$ cat config.mk
export PLATFORM = sky130hd
export DESIGN_NAME = apb_i2c_slave_regs
export DESIGN_NICKNAME = d
export VERILOG_FILES = /design/src/rtl/apb_i2c_slave_regs.sv
export SDC_FILE = /design/constraint.sdc
export NUM_CORES = 1
export LEC_CHECK = 0
export CAP_MARGIN = 20
export CORE_MARGIN = 2
export CORE_UTILIZATION = 35
export CTS_CLUSTER_SIZE = 16
export DETAILED_ROUTE_END_ITERATION = 12
export PLACE_DENSITY = 0.63
export SLEW_MARGIN = 20
export SYNTH_ARGS = -nofsm -noshare
export SYNTH_HDL_FRONTEND = slang
export SYNTH_SLANG_ARGS = --single-unit
$ cat constraint.sdc
create_clock -name PCLK -period 3.74 [get_ports PCLK]
set_clock_uncertainty 0.05 [all_clocks]
set_input_delay 0.748 -clock PCLK [delete_from_list [all_inputs] [get_ports PCLK]]
set_output_delay 0.748 -clock PCLK [all_outputs]
set_load 0.02 [all_outputs]
$ cat src/rtl/apb_i2c_slave_regs.sv
// APB front end for the I2C bridge: TX/RX FIFO windows plus control, status,
// slave-address and prescale registers, with FIFO wait states and a stall timeout.
module apb_i2c_slave_regs #(
  parameter int DATA_WIDTH   = 8,
  parameter int ADDR_WIDTH   = 8,
  parameter int WAIT_TIMEOUT = 16
) (
  input  logic                  PCLK,
  input  logic                  PRESET,
  input  logic                  PSELx,
  input  logic                  PENABLE,
  input  logic                  PWRITE,
  input  logic [ADDR_WIDTH-1:0] PADDR,
  input  logic [DATA_WIDTH-1:0] PWDATA,
  output logic                  PREADY,
  output logic [DATA_WIDTH-1:0] PRDATA,
  output logic                  PSLVERR,
  input  logic [DATA_WIDTH-1:0] APB_RX,
  input  logic                  WRITE_FULL,
  input  logic                  READ_EMPTY,
  output logic                  W_ENA,
  output logic                  R_ENA,
  output logic [DATA_WIDTH-1:0] APB_TX,
  input  logic                  I2C_BUSY,
  input  logic                  I2C_NACK,
  output logic                  CTRL_EN,
  output logic                  START,
  output logic                  STOP,
  output logic                  RW_BIT,
  output logic [6:0]            SLAVE_ADDR,
  output logic [DATA_WIDTH-1:0] PRESCALE
);

  localparam int CNT_W = (WAIT_TIMEOUT > 1) ? $clog2(WAIT_TIMEOUT) : 1;
  localparam logic [CNT_W-1:0] CNT_LAST = CNT_W'(WAIT_TIMEOUT - 1);

  localparam logic [ADDR_WIDTH-1:0] ADDR_TXDATA = ADDR_WIDTH'('h00);
  localparam logic [ADDR_WIDTH-1:0] ADDR_RXDATA = ADDR_WIDTH'('h04);
  localparam logic [ADDR_WIDTH-1:0] ADDR_CTRL   = ADDR_WIDTH'('h08);
  localparam logic [ADDR_WIDTH-1:0] ADDR_STATUS = ADDR_WIDTH'('h0C);
  localparam logic [ADDR_WIDTH-1:0] ADDR_SADDR  = ADDR_WIDTH'('h10);
  localparam logic [ADDR_WIDTH-1:0] ADDR_PRESC  = ADDR_WIDTH'('h14);

  typedef enum logic [1:0] {
    IDLE,
    SETUP,
    ACCESS
  } state_t;

  state_t state, state_next;

  // Transfer captured during SETUP
  logic [ADDR_WIDTH-1:0] addr_q;
  logic                  write_q;
  logic [DATA_WIDTH-1:0] wdata_q;
  logic [CNT_W-1:0]      wait_cnt;

  // Register file
  logic                  ctrl_en_q;
  logic                  rw_bit_q;
  logic                  start_q;
  logic                  stop_q;
  logic [6:0]            slave_addr_q;
  logic [DATA_WIDTH-1:0] prescale_q;
  logic                  nack_sticky;

  logic hit_tx, hit_rx, hit_ctrl, hit_status, hit_saddr, hit_presc;
  logic addr_valid, fifo_target, fifo_ready, at_limit;
  logic complete, xfer_err, reg_write;
  logic [DATA_WIDTH-1:0] read_mux;

  assign hit_tx     = (addr_q == ADDR_TXDATA);
  assign hit_rx     = (addr_q == ADDR_RXDATA);
  assign hit_ctrl   = (addr_q == ADDR_CTRL);
  assign hit_status = (addr_q == ADDR_STATUS);
  assign hit_saddr  = (addr_q == ADDR_SADDR);
  assign hit_presc  = (addr_q == ADDR_PRESC);
  assign addr_valid = hit_tx | hit_rx | hit_ctrl | hit_status | hit_saddr | hit_presc;

  // Only the FIFO windows can stall; a wrong-direction FIFO access never becomes
  // ready and therefore ends through the timeout with an error.
  assign fifo_target = hit_tx | hit_rx;
  assign fifo_ready  = (hit_tx & write_q & ~WRITE_FULL) | (hit_rx & ~write_q & ~READ_EMPTY);
  assign at_limit    = (wait_cnt == CNT_LAST);

  always_comb begin
    read_mux = '0;
    if (hit_rx)          read_mux      = APB_RX;
    else if (hit_ctrl)   read_mux[3:0] = {rw_bit_q, 2'b00, ctrl_en_q};
    else if (hit_status) read_mux[3:0] = {nack_sticky, I2C_BUSY, READ_EMPTY, WRITE_FULL};
    else if (hit_saddr)  read_mux[6:0] = slave_addr_q;
    else if (hit_presc)  read_mux      = prescale_q;
  end

  always_ff @(posedge PCLK) begin
    // NOTE: registers update with <= so every flop samples pre-edge values,
    // independent of the order the always blocks are evaluated in.
    if (PRESET) state <= IDLE;
    else        state <= state_next;
  end

  always_comb begin
    // NOTE: every signal driven here gets a default first, so no path through
    // the case statement can leave one unassigned and infer a latch.
    state_next = state;
    complete   = 1'b0;
    xfer_err   = 1'b0;
    reg_write  = 1'b0;
    PRDATA     = '0;
    W_ENA      = 1'b0;
    R_ENA      = 1'b0;
    case (state)
      IDLE: begin
        if (PSELx && !PENABLE) state_next = SETUP;
      end
      SETUP: begin
        state_next = ACCESS;
      end
      ACCESS: begin
        // Reset cycles suppress completion so a dropped transfer leaves no trace.
        complete = !PRESET && (!fifo_target || fifo_ready || at_limit);
        if (complete) begin
          xfer_err   = !addr_valid || (fifo_target && !fifo_ready);
          state_next = (PSELx && !PENABLE) ? SETUP : IDLE;
          if (!xfer_err) begin
            if (write_q) begin
              W_ENA     = hit_tx;
              reg_write = 1'b1;
            end else begin
              R_ENA  = hit_rx;
              PRDATA = read_mux;
            end
          end
        end
      end
      default: state_next = IDLE;
    endcase
  end

  assign PREADY  = complete;
  assign PSLVERR = xfer_err;

  always_ff @(posedge PCLK) begin
    if (PRESET) begin
      addr_q   <= '0;
      write_q  <= 1'b0;
      wdata_q  <= '0;
      wait_cnt <= '0;
    end else begin
      if (state == SETUP) begin
        addr_q   <= PADDR;
        write_q  <= PWRITE;
        wdata_q  <= PWDATA;
        wait_cnt <= '0;
      end else if (state == ACCESS && !complete) begin
        wait_cnt <= wait_cnt + CNT_W'(1);
      end
    end
  end

  always_ff @(posedge PCLK) begin
    if (PRESET) begin
      ctrl_en_q    <= 1'b0;
      rw_bit_q     <= 1'b0;
      start_q      <= 1'b0;
      stop_q       <= 1'b0;
      slave_addr_q <= '0;
      prescale_q   <= '0;
      nack_sticky  <= 1'b0;
    end else begin
      start_q <= 1'b0;
      stop_q  <= 1'b0;
      if (reg_write && hit_ctrl) begin
        ctrl_en_q <= wdata_q[0];
        start_q   <= wdata_q[1];
        stop_q    <= wdata_q[2];
        rw_bit_q  <= wdata_q[3];
      end
      if (reg_write && hit_saddr) slave_addr_q <= wdata_q[6:0];
      if (reg_write && hit_presc) prescale_q   <= wdata_q;
      // A NACK arriving in the same cycle as a W1C clear keeps the flag set.
      nack_sticky <= I2C_NACK | (nack_sticky & ~(reg_write & hit_status & wdata_q[3]));
    end
  end

  assign APB_TX     = wdata_q;
  assign CTRL_EN    = ctrl_en_q;
  assign START      = start_q;
  assign STOP       = stop_q;
  assign RW_BIT     = rw_bit_q;
  assign SLAVE_ADDR = slave_addr_q;
  assign PRESCALE   = prescale_q;

endmodule

==> qor.csv <==
metric;value;unit
placedCellCount;390;
synth_top_area_share;41.0;%
layout_common_cells;clkdlybuf4s50_1 (68), dfxtp_1 (43), nand2_1 (40), nor2_1 (26), a21oi_1 (24);
cts_setup_buffers;0;
setup_ws;0.134;ns
fp-row-count;28;
netlist_area;0.00210;mm²
grt_pass1_vias;1897;
power_density;292;mW/mm²
portBuffers;71;
ioPinCount;72;
fp.coreArea;0.00585;mm²
start_util;35.9;%
regArea;861;µm²
hold_slack;0.408;ns
drt_iter0_drc;137;
maxSlewViolCount;0;
wl;5.78;mm
power.internal;0.000657;W
die_w;81.4;µm
die_y;81.4;µm
synth_nets;285;
setup_tns;0;ns
ys_warn_count;0;
overflow;0;
cts_max_level;2;
ys_seq_elements;43;
critPathCaptureType;primary output;
min_period;3.61;ns
p_clk_share;32.7;%
power_switching;0.000218;W
drive_gt1_share;8.05;%
yosys_most_used_dff;dfxtp_1;
drcViolationCount;0;
gp_congestion;0.877;
cts-root-buf;clkbuf_8;
ir_drop;0.000179;V
cts_made_buffers;5;
p_seq_share;54.5;%
antenna_found_initial;0;
drtAntennaViolNets;0;
worstMarginPinSlew;0.706;ns
finalCritPeriodShare;96.4;%
relSlewSlack;52.9;%
synthCells;251;
final_common_cell;clkdlybuf4s50_1;
avgSynthCellArea;8.36;µm²
p_leak;1.12;nW
async_flop_share;0;%
fillers;594;
via_per_inst;5.07;
synth-edff-count;0;
required;2.94;ns
hold_viol;0;
worstHoldPathType;reg2reg;
yosys.cell_types.count;51;
cts.sinks;43;
vias;2016;
setup_viol;0;
avgRoutedWirePerCell;14.5;µm
area_delta_synth_final;42.9;%
clk_latency;0.29;ns
crit_path_max_fanout;4;
worst-setup-path-type;in2out;
fmax;0.277;GHz
pwr-share-comb;12.8;%
synth_top_area_cell;dfxtp_1;
grtUsageTotal;18.2;%
antennaDiodeCount;0;
clkTransAtPathRegs;0.08;ns
dieArea;0.00663;mm²
postCtsResizedCells;0;
outcome;finished clean;
hold_buffers;0;
cap_violations;0;
cts_tree;done;
fin_cells;398;
grt_max_degree;40;
drt_first_pass_iters;4;
rsz0062_at_grt;no;
multi_input_area;0.00114;mm²
cp-start-kind;input port;
post-place-ws;0.0301;ns
synth_area_leaders;dfxtp_1 (41%), mux2i_1 (9.1%), nand2_1 (7.2%);
clock_path_buffers;2;
arrival;2.81;ns
hpwl;4.31;mm
nets;356;
switching_share;25.0;%
grt_pass1_wl;9.23;mm
ys_seq_area_share;41.0;%
-- power groups by stage --
stage	sequential [W]	clock [W]	combinational (W)
final	0.000477	0.000286	0.000112
after global routing	0.000479	0.000315	0.000123
after CTS	0.000477	0.000297	0.000113
after detailed placement	0.000488	0	0.000112
after global placement	0.000488	0	0.000112
after floorplan	0.000486	0	0.0000534
-- critical path: stages --
cell,delay (ns)
clkdlybuf4s50_1,0.48
nor2_1,0.06
a311o_2,0.43
o2111ai_2,0.30
and4b_1,0.24
clkdlybuf4s50_1,0.56
-- cell usage after synthesis (all sizes together) (2+ instances only) --
cell type,number
or4,2
o22ai,2
o21ai,4
nand3b,2
nand2b,3
a21oi,24
nor3b,3
nor2,26
a21boi,4
nand3,5
a22oi,3
nand4,5
o211ai,2
nor2b,3
and3,2
clkbuf,13
o31ai,2
buf,5
inv,4
mux2,3
dfxtp,43
mux2i,19
and2,3
nand2,40
and4b,2
nor4bb,2
and4,3
nor3,3
or3,3
nor4,2
-- per-layer routing --
metal | GRT usage [%] | vias to the layer above | wire length, µm
met5 | 0 | - | 0
met4 | 7.12 | 0 | 94
met3 | 3.30 | 8 | 262
met2 | 27.5 | 54 | 2630
met1 | 25.7 | 913 | 2790
li1 | - | 1041 | -
-- worst paths after layout --
kind / from / to / slack (ns) / depth (start not counted)
worst min-delay path: addr_q[0] / addr_q[0] / 0.41 / 2
worst max register to register: addr_q[4] / wait_cnt[3] / 1.57 / 5
worst max-delay path: READ_EMPTY / PRDATA[0] / 0.13 / 6
worst min register to register: addr_q[0] / addr_q[0] / 0.41 / 2
-- flip-flops by register name, summed over array words and instances, names as in the netlist --
| register | cells |
|---|---|
| APB_TX | 8 |
| CTRL_EN | 1 |
| PRESCALE | 8 |
| RW_BIT | 1 |
| SLAVE_ADDR | 7 |
| START | 1 |
| STOP | 1 |
| addr_q | 8 |
| nack_sticky | 1 |
| state | 2 |
| wait_cnt | 4 |
| write_q | 1 |
-- final cells by class --
cell class / count / area share (%)
Multi-Input combinational cell: 186 / 38.1
Inverter: 4 / 0.501
Timing Repair Buffer: 82 / 26.7
Clock inverter: 2 / 0.417
Clock buffer: 6 / 2.42
Tap cell: 75 / 3.13
Sequential cell: 43 / 28.7
-- stage by stage --
| step | total power, W | cell area (µm²) | utilization [%] |
|---|---|---|---|
| 4_1_cts | 0.000887 | 2990 | 51.1 |
| 3_5_place_dp | 0.000600 | 2910 | 49.7 |
| 3_3_place_gp | 0.000600 | 2910 | 49.7 |
| 5_1_grt | 0.000917 | 3000 | 51.2 |
| 6_report | 0.000875 | 3000 | 51.2 |
| 2_1_floorplan | 0.000539 | 2100 | - |
-- kinds of logic (layout without fill, tap and decap cells) --
| logic type | Yosys count | after routing | share of synthesized area, % |
|---|---|---|---|
| fa+ha+maj | 1 | 1 | 0.596 |
| simple gates | 111 | 111 | 27.1 |
| buf+inv | 22 | 94 | 4.53 |
| mux | 22 | 22 | 10.7 |
| flops | 43 | 43 | 41.0 |
| compound gates | 52 | 52 | 16.1 |
Power figures use the tool's default switching activity.
